==> src/rtl/redirect_ctrl_pkg.sv <==
// Shared core definitions for the fetch redirect controller: FSM states,
// default datapath width and redirect cause encoding.
package redirect_ctrl_pkg;

  localparam int XLEN_DEF = 32;

  typedef enum logic [1:0] {
    IDLE  = 2'd0,
    REQ   = 2'd1,
    DRAIN = 2'd2
  } redir_state_e;

  typedef enum logic [1:0] {
    CAUSE_NONE = 2'd0,
    CAUSE_BR   = 2'd1,
    CAUSE_EXC  = 2'd2
  } redir_cause_e;

  // A trap always outranks a taken branch raised in the same cycle.
  function automatic redir_cause_e cause_of(input logic exc, input logic br);
    if (exc)     return CAUSE_EXC;
    else if (br) return CAUSE_BR;
    else         return CAUSE_NONE;
  endfunction

endpackage

==> src/rtl/redirect_ctrl_os_cnt.sv <==
// Saturating count of fetch requests accepted by the bus but not yet answered.
module fetch_os_cnt #(
  parameter int MAX_OS = 2,
  parameter int CW     = $clog2(MAX_OS + 1)
) (
  input  logic          clk,
  input  logic          rstn,
  input  logic          issue,
  input  logic          rsp,
  output logic [CW-1:0] cnt
);

  localparam logic [CW-1:0] MAX_C = CW'(MAX_OS);

  always_ff @(posedge clk or negedge rstn) begin
    if (!rstn)                                cnt <= '0;
    else if (issue && !rsp && cnt != MAX_C)   cnt <= cnt + 1'b1;
    else if (rsp && !issue && cnt != '0)      cnt <= cnt - 1'b1;
  end

endmodule

==> src/rtl/redirect_ctrl.sv <==
// Fetch redirect controller: captures branch/trap targets, holds the redirect
// until fetch accepts it, then kills responses from requests already in flight.
module redirect_ctrl
  import redirect_ctrl_pkg::*;
#(
  parameter int XLEN   = XLEN_DEF,
  parameter int MAX_OS = 2
) (
  input  logic            clk,
  input  logic            rstn,
  input  logic            br_jump_en,
  input  logic [XLEN-1:0] br_jump_pc,
  input  logic            exc_valid,
  input  logic [XLEN-1:0] exc_pc,
  input  logic            fetch_issue,
  input  logic            fetch_rsp_valid,
  input  logic            fetch_ack,
  output logic            redir_req,
  output logic [XLEN-1:0] redir_pc,
  output logic            flush_if,
  output logic            flush_id,
  output logic            stall_pc,
  output logic            rsp_kill,
  output logic [15:0]     redir_cnt
);

  localparam int CW = $clog2(MAX_OS + 1);

  redir_state_e    state, state_nxt;
  redir_cause_e    cause;
  logic [XLEN-1:0] pc_nxt, tgt, exc_tgt;
  logic [CW-1:0]   os_cnt, drain_cnt, drain_nxt;
  logic            ack_inc;

  fetch_os_cnt #(.MAX_OS(MAX_OS), .CW(CW)) u_os_cnt (
    .clk   (clk),
    .rstn  (rstn),
    .issue (fetch_issue),
    .rsp   (fetch_rsp_valid),
    .cnt   (os_cnt)
  );

  assign cause   = cause_of(exc_valid, br_jump_en);
  assign exc_tgt = {exc_pc[XLEN-1:1], 1'b0};
  assign tgt     = (cause == CAUSE_EXC) ? exc_tgt : {br_jump_pc[XLEN-1:1], 1'b0};

  always_comb begin
    state_nxt = state;
    pc_nxt    = redir_pc;
    drain_nxt = drain_cnt;
    ack_inc   = 1'b0;
    case (state)
      IDLE: if (cause != CAUSE_NONE) begin
        state_nxt = REQ;
        pc_nxt    = tgt;
      end
      REQ: begin
        // Branches seen while redirecting are on the wrong path; only traps count.
        if (fetch_ack) begin
          ack_inc   = 1'b1;
          drain_nxt = os_cnt;
          if (exc_valid) begin
            state_nxt = REQ;
            pc_nxt    = exc_tgt;
          end else begin
            state_nxt = (os_cnt != '0) ? DRAIN : IDLE;
          end
        end else if (exc_valid) begin
          pc_nxt = exc_tgt;
        end
      end
      DRAIN: begin
        if (fetch_rsp_valid) drain_nxt = drain_cnt - 1'b1;
        if (cause != CAUSE_NONE) begin
          state_nxt = REQ;
          pc_nxt    = tgt;
        end else if (fetch_rsp_valid && drain_cnt == CW'(1)) begin
          state_nxt = IDLE;
        end
      end
      default: state_nxt = IDLE;
    endcase
  end

  always_ff @(posedge clk or negedge rstn) begin
    if (!rstn) begin
      state     <= IDLE;
      redir_pc  <= '0;
      drain_cnt <= '0;
      redir_cnt <= '0;
    end else begin
      state     <= state_nxt;
      redir_pc  <= pc_nxt;
      drain_cnt <= drain_nxt;
      if (ack_inc && redir_cnt != 16'hFFFF) redir_cnt <= redir_cnt + 16'd1;
    end
  end

  // Flush is combinational so the event cycle itself is squashed; gated by
  // reset so nothing leaks out while rstn is low.
  assign flush_if  = rstn && (state != IDLE || cause != CAUSE_NONE);
  assign flush_id  = flush_if;
  assign redir_req = (state == REQ);
  assign stall_pc  = (state != IDLE);
  assign rsp_kill  = (state == DRAIN) && fetch_rsp_valid;

endmodule

==> config.mk <==
export PLATFORM = sky130hd
export DESIGN_NAME = redirect_ctrl
export DESIGN_NICKNAME = d
export VERILOG_FILES = /design/src/rtl/redirect_ctrl_pkg.sv /design/src/rtl/redirect_ctrl_os_cnt.sv /design/src/rtl/redirect_ctrl.sv
export SDC_FILE = /design/constraint.sdc
export NUM_CORES = 1
export LEC_CHECK = 0
export CORE_MARGIN = 10
export CORE_UTILIZATION = 37
export DETAILED_ROUTE_END_ITERATION = 6
export GPL_TIMING_DRIVEN = 0
export PLACE_DENSITY_LB_ADDON = 0.1
export SYNTH_ARGS = -nofsm -noshare
export SYNTH_HDL_FRONTEND = slang
export SYNTH_SLANG_ARGS = --single-unit
==> constraint.sdc <==
create_clock -name clk -period 1.64 [get_ports clk]
set_input_delay 0.164 -clock clk [delete_from_list [all_inputs] [get_ports clk]]
set_output_delay 0.164 -clock clk [all_outputs]
set_load 0.01 [all_outputs]
* Yosys cells after proc, flatten, opt, wreduce, memory -nomap -nowiden
Index checks and enable logic that the tools add are counted.
Storage, ports and cells: register bits 54, bits in latches 0, RAM bits 0, ROM bits 0, bits of input ports 71, logic and storage cells 63, memories kept 0
Cells by class: add/subtract/negate cells 4, multipliers 0, div/mod/pow operators 0, order comparisons 0, equality and inequality tests 12, shifts and indexed selects 0, mux-type cells 20, bitwise operators 0, reduce and logical (&&, ||, !) cells 22
Operators with widths (count):
- $mux 32 | 3
- $pmux 32 s2 | 1
- $mux 2 | 11
- $add 16x1->16 const B | 1
- $ne 16x16->1 const B | 1
- $reduce_bool 2->1 | 6
- $ne 2x2->1 const B | 5
- $reduce_and 3->1 | 3
- $logic_and 1x1->1 | 8
- $pmux 2 s3 | 1
- $eq 2x1->1 const B | 2
- $eq 2x2->1 const B | 2
- $pmux 2 s2 | 1
- $sub 2x1->2 const B | 2
- $mux 1 | 3
- $ne 3x3->1 const B | 1
- $add 2x1->2 const B | 1
- $logic_not 1->1 | 2
- $logic_not 2->1 | 1
- $ne 2x1->1 const B | 1
- $reduce_or 2->1 | 1
- $logic_or 1x1->1 | 1

* Logic depth before layout (Yosys ltp)
depth after elaboration 6, gate-level depth with buffers 6

* By module
Synthesis repeated with hierarchy kept, for this count alone.
Second synthesis, totals: cells, all modules 248, area, all modules 2602.5 µm²
By module, submodules not included:
- redirect_ctrl | instances 1, cells each 236, area an instance 2487.4 µm²
- fetch_os_cnt | instances 1, cells each 12, area an instance 115.1 µm²

* Least setup slack after synthesis
Ideal clock, no wire load.
path kind register -> register, start point register redir_cnt[0], end point register redir_cnt[12], setup time 0.079 ns, data arrival time 1.560 ns, required time 1.561 ns, path slack 0.001 ns, cell stages (with the launch flop) 7, buffers on the path 1, cells stage by stage dfrtp_1 -> ha_1 -> nand3_1 -> or2_2 -> clkbuf_1 -> nor4b_2 -> xor2_1
On the way: word-level cells in the longest chain between the ends 2
Ends and longest elaborated chain:
- start, declared | RTL line redirect_ctrl.sv:24 | output logic [15:0] redir_cnt
- start signal, assigned | RTL line redirect_ctrl.sv:95 | if (ack_inc && redir_cnt != 16'hFFFF) redir_cnt <= redir_cnt + 16'd1;
- branches (longest 2 deep; another with $add 16x1->16)
Several ways; the timed one is not identified. A chain may end at the register's enable or synchronous reset.

* Worst setup path after layout
start point register state[0], end point output flush_if
On the way: word-level cells in the longest chain between the ends 3
Ends and longest elaborated chain:
- start, declared | RTL line redirect_ctrl.sv:29 | redir_state_e state, state_nxt;
- start signal, assigned | RTL line redirect_ctrl.sv:92 | state <= state_nxt;
- $reduce_bool 2->1 | RTL line redirect_ctrl.sv:101 | assign flush_if = rstn && (state != IDLE || cause != CAUSE_NONE);
- $logic_or 1x1->1 | RTL line redirect_ctrl.sv:101
- $logic_and 1x1->1 | RTL line redirect_ctrl.sv:101
- end, declared | RTL line redirect_ctrl.sv:20 | output logic flush_if,
No other way between the ends.

==> impl_metrics.csv <==
group,metric,value,unit
worst_setup_path,crit_path_max_incr_delay,0.40,ns
worst_setup_path,path_buf_inv,3,
routing,firstDrtPassIters,4,
floorplan,start_util,0.382,
grt,globalRouteTotalUtil,0.143,
clocking,cts.sinks,53,
synthesis,synth_edf_count,0,
worst_setup_path,cp_max_fo,5,
timing,setup_viol,3,
synthesis,yosys.area_share.simple,0.182,
worst_setup_path,crit_path_end_kind,"output pin",
synthesis,yosys-mux-area-fraction,0.125,
synthesis,synthXorXnorAreaFrac,0.0504,
worst_setup_path,cp_cell_sequence,"buf_6, or2_4, o31a_1, buf_4, buf_6",
synthesis,ys.flop_type,"dfrtp_1",
cells_and_area,nets,465,
cells_and_area,area_growth,63.1,%
worst_setup_path,crit_top_cell,"buf_6",
worst_setup_path,critical_path_arrival,1.55,ns
placement,dpl.hpwl,6080,microns
placement,gp_congestion,0.794,
clocking,cts_max_path_buffers,2,
routing,via_count,2378,
synthesis,synth_compound_area_frac,0.0950,
timing,final_hold_viol_count,0,
placement,place_area,0.00395,sq mm
routing,wirelength,7910,microns
grt,antenna_found_initial,0,
timing,rsz0062_at_grt,"true",
grt,grt_pass1_vias,2441,
clocking,h-tree-depth,2,
power,total_power,5.77,mW
timing,layout_min_cycle_time,1.72,ns
routing,wl_per_cell,16.2,microns
timing,worst_pin_slew,0.870,ns
floorplan,dieArea,0.0108,sq mm
synthesis,syn_nets,324,
timing,relSlewSlack,0.418,
floorplan,die_x,104,microns
cells_and_area,drive_gt1_frac,0.137,
timing,fin_tns_setup,-0.102,ns
synthesis,synth_fa_ha_area_frac,0.00959,
worst_setup_path,cp_top_family,"flip-flops",
cells_and_area,final_common_cell,"clkdlybuf4s50_1",
power,powerDensity,1360,mW/mm^2
run_status,status,"finished with violations",
cells_and_area,diodes,0,
cells_and_area,layout_common_cells,"114 x clkdlybuf4s50_1, 49 x dfrtp_1, 39 x nor2_1, 36 x a21oi_1, 31 x mux2i_1",
synthesis,syn_area_per_cell,10.4,sq um
clocking,clockRootBuffer,"clkbuf_8",
run_status,violations,"negative setup slack",
routing,drtIter0Drc,68,
power,p_leak,1.83,nW
floorplan,row_count,30,
synthesis,netlist_area,0.00261,sq mm
synthesis,synth_seq_area_share,0.508,
synthesis,async_flop_share,1.00,
timing,fmax,582,MHz
clocking,clk_pin_slew,0.10,ns
routing,vias_per_cell,4.86,
grt,grt_pass1_wl,12900,microns
clocking,cts_buffers,5,
power,irDropWorstVdd,778,uV
timing,fin_ws,-0.0783,ns
synthesis,synth_warnings,0,
synthesis,synth_top_family_by_area,"simple AND/OR/NAND/NOR gates",
hold_path,hp-class,"primary input to async pin",
run,max-cap-violations,0,
worst_setup_path,required,1.48,ns
worst_setup_path,crit_type,"register to output pin",
routing,antenna_left,0,
clocking,clk_latency,0.30,ns
floorplan,fp.dieH,104,microns
synthesis,syn_inst,251,
grt,grt_max_degree,36,
timing,post-route-period-util,1.05,
timing,final-max-slew-violation-count,0,
worst_setup_path,critPathLaunchType,"register",
clocking,cts_tree,"built",
timing,timing.hold.ws,0.444,ns
worst_setup_path,worst_path_max_delay_cell,"dfrtp_1",
routing,route.detailed.drc,0,
grt,grt_overflow,0,
cells_and_area,stdcell_area,0.00425,sq mm
floorplan,io_pins,124,
synthesis,yosys.cell_types.count,37,
placement,io_buffers,120,
floorplan,core,0.00683,sq mm
timing,fin_skew,0.00801,ns
synthesis,ys_ff_latch,53,
==> tightest hold or removal path: cells and delay by family <==
| kind | cells | cell delay (ns) |
|---|---|---|
| buffers and inverters | 3 | 0.95 |
==> cell type report <==
class | instances | area [sq um]
inverters | 3 | 11.3
plain buffers | 12 | 72.6
flip-flops and latches | 53 | 1330
multi-input cells | 182 | 1270
clock buffers | 5 | 68.8
repair buffers | 135 | 1310
fillers | 589 | 2580
well taps | 96 | 120
clock inverters | 3 | 65.1
==> logic make-up after synthesis <==
kind of cell / after synthesis
flip-flops: 53
other: 1
AO/OA/AOI/OAI: 46
buffers and inverters: 16
adder cells (fa/ha/maj): 2
XOR/XNOR: 15
AND/OR/NAND/NOR: 86
multiplexers: 32
==> layer usage <==
| metal | vias up | global-route usage | wire [microns] |
|---|---|---|---|
| li1 | 1155 | - | - |
| met1 | 1141 | 0.175 | 3540 |
| met2 | 74 | 0.241 | 3870 |
| met3 | 8 | 0.0409 | 400 |
| met4 | 0 | 0.0328 | 103 |
| met5 | - | 0 | 0 |
==> power by group <==
group	switching (mW)	internal, mW	total [mW]
clock network	0.428	0.606	1.03
registers	0.333	1.77	2.11
logic	1.19	1.44	2.63
==> state kept, by name, indices dropped and copies added (netlist names) <==
signal,flops
redir_pc,31
redir_cnt,16
drain_cnt,2
state,2
u_os_cnt.cnt,2
==> synth_stat cells, types with 2 or more instances <==
cell | count | area share
dfrtp_1 | 53 | 0.51
nor2_1 | 39 | 0.056
a21oi_1 | 36 | 0.069
mux2i_1 | 31 | 0.12
xor2_1 | 15 | 0.050
nor3_1 | 9 | 0.017
nand2_1 | 8 | 0.012
clkbuf_1 | 7 | 0.010
nor2b_1 | 6 | 0.014
nand4_1 | 5 | 0.012
nand3_1 | 4 | 0.0077
buf_2 | 3 | 0.0058
buf_4 | 3 | 0.0086
inv_1 | 3 | 0.0043
o21ai_0 | 3 | 0.0058
or2_2 | 3 | 0.0072
and4_1 | 2 | 0.0067
ha_1 | 2 | 0.0096
==> stage by stage <==
step	instances	utilization	setup slack, ns
floorplan	251	-	0.00108
global placement	467	0.575	-1.98
detailed placement	468	0.577	-0.467
CTS	482	0.610	-0.0894
global route	489	0.623	-0.153
finish	489	0.623	-0.0783
==> final timing paths <==
path	cells past startpoint	start	to	slack (ns)
worst min-delay path	3	rstn	redir_cnt[14]	0.44
worst max register to register	5	state[0]	redir_pc[5]	-0.02
max in group asynchronous	2	rstn	state[1]	0.49
worst max-delay path	5	state[0]	flush_if	-0.08
min in group clk	3	exc_pc[3]	redir_pc[3]	0.49
worst min register to register	1	redir_cnt[15]	redir_cnt[15]	0.51
==> repair_timing <==
| item | CTS | global route |
|---|---|---|
| gates resized for setup | 22 | 16 |
| setup buffers | 5 | 5 |
| gates cloned | 0 | 2 |
| hold buffers | 2 | 0 |
| setup endpoints to repair | 51 | 44 |
| hold endpoints to repair | 18 | 0 |
| pin swaps | 4 | 8 |
No activity file was read; power rests on OpenSTA's default activity.
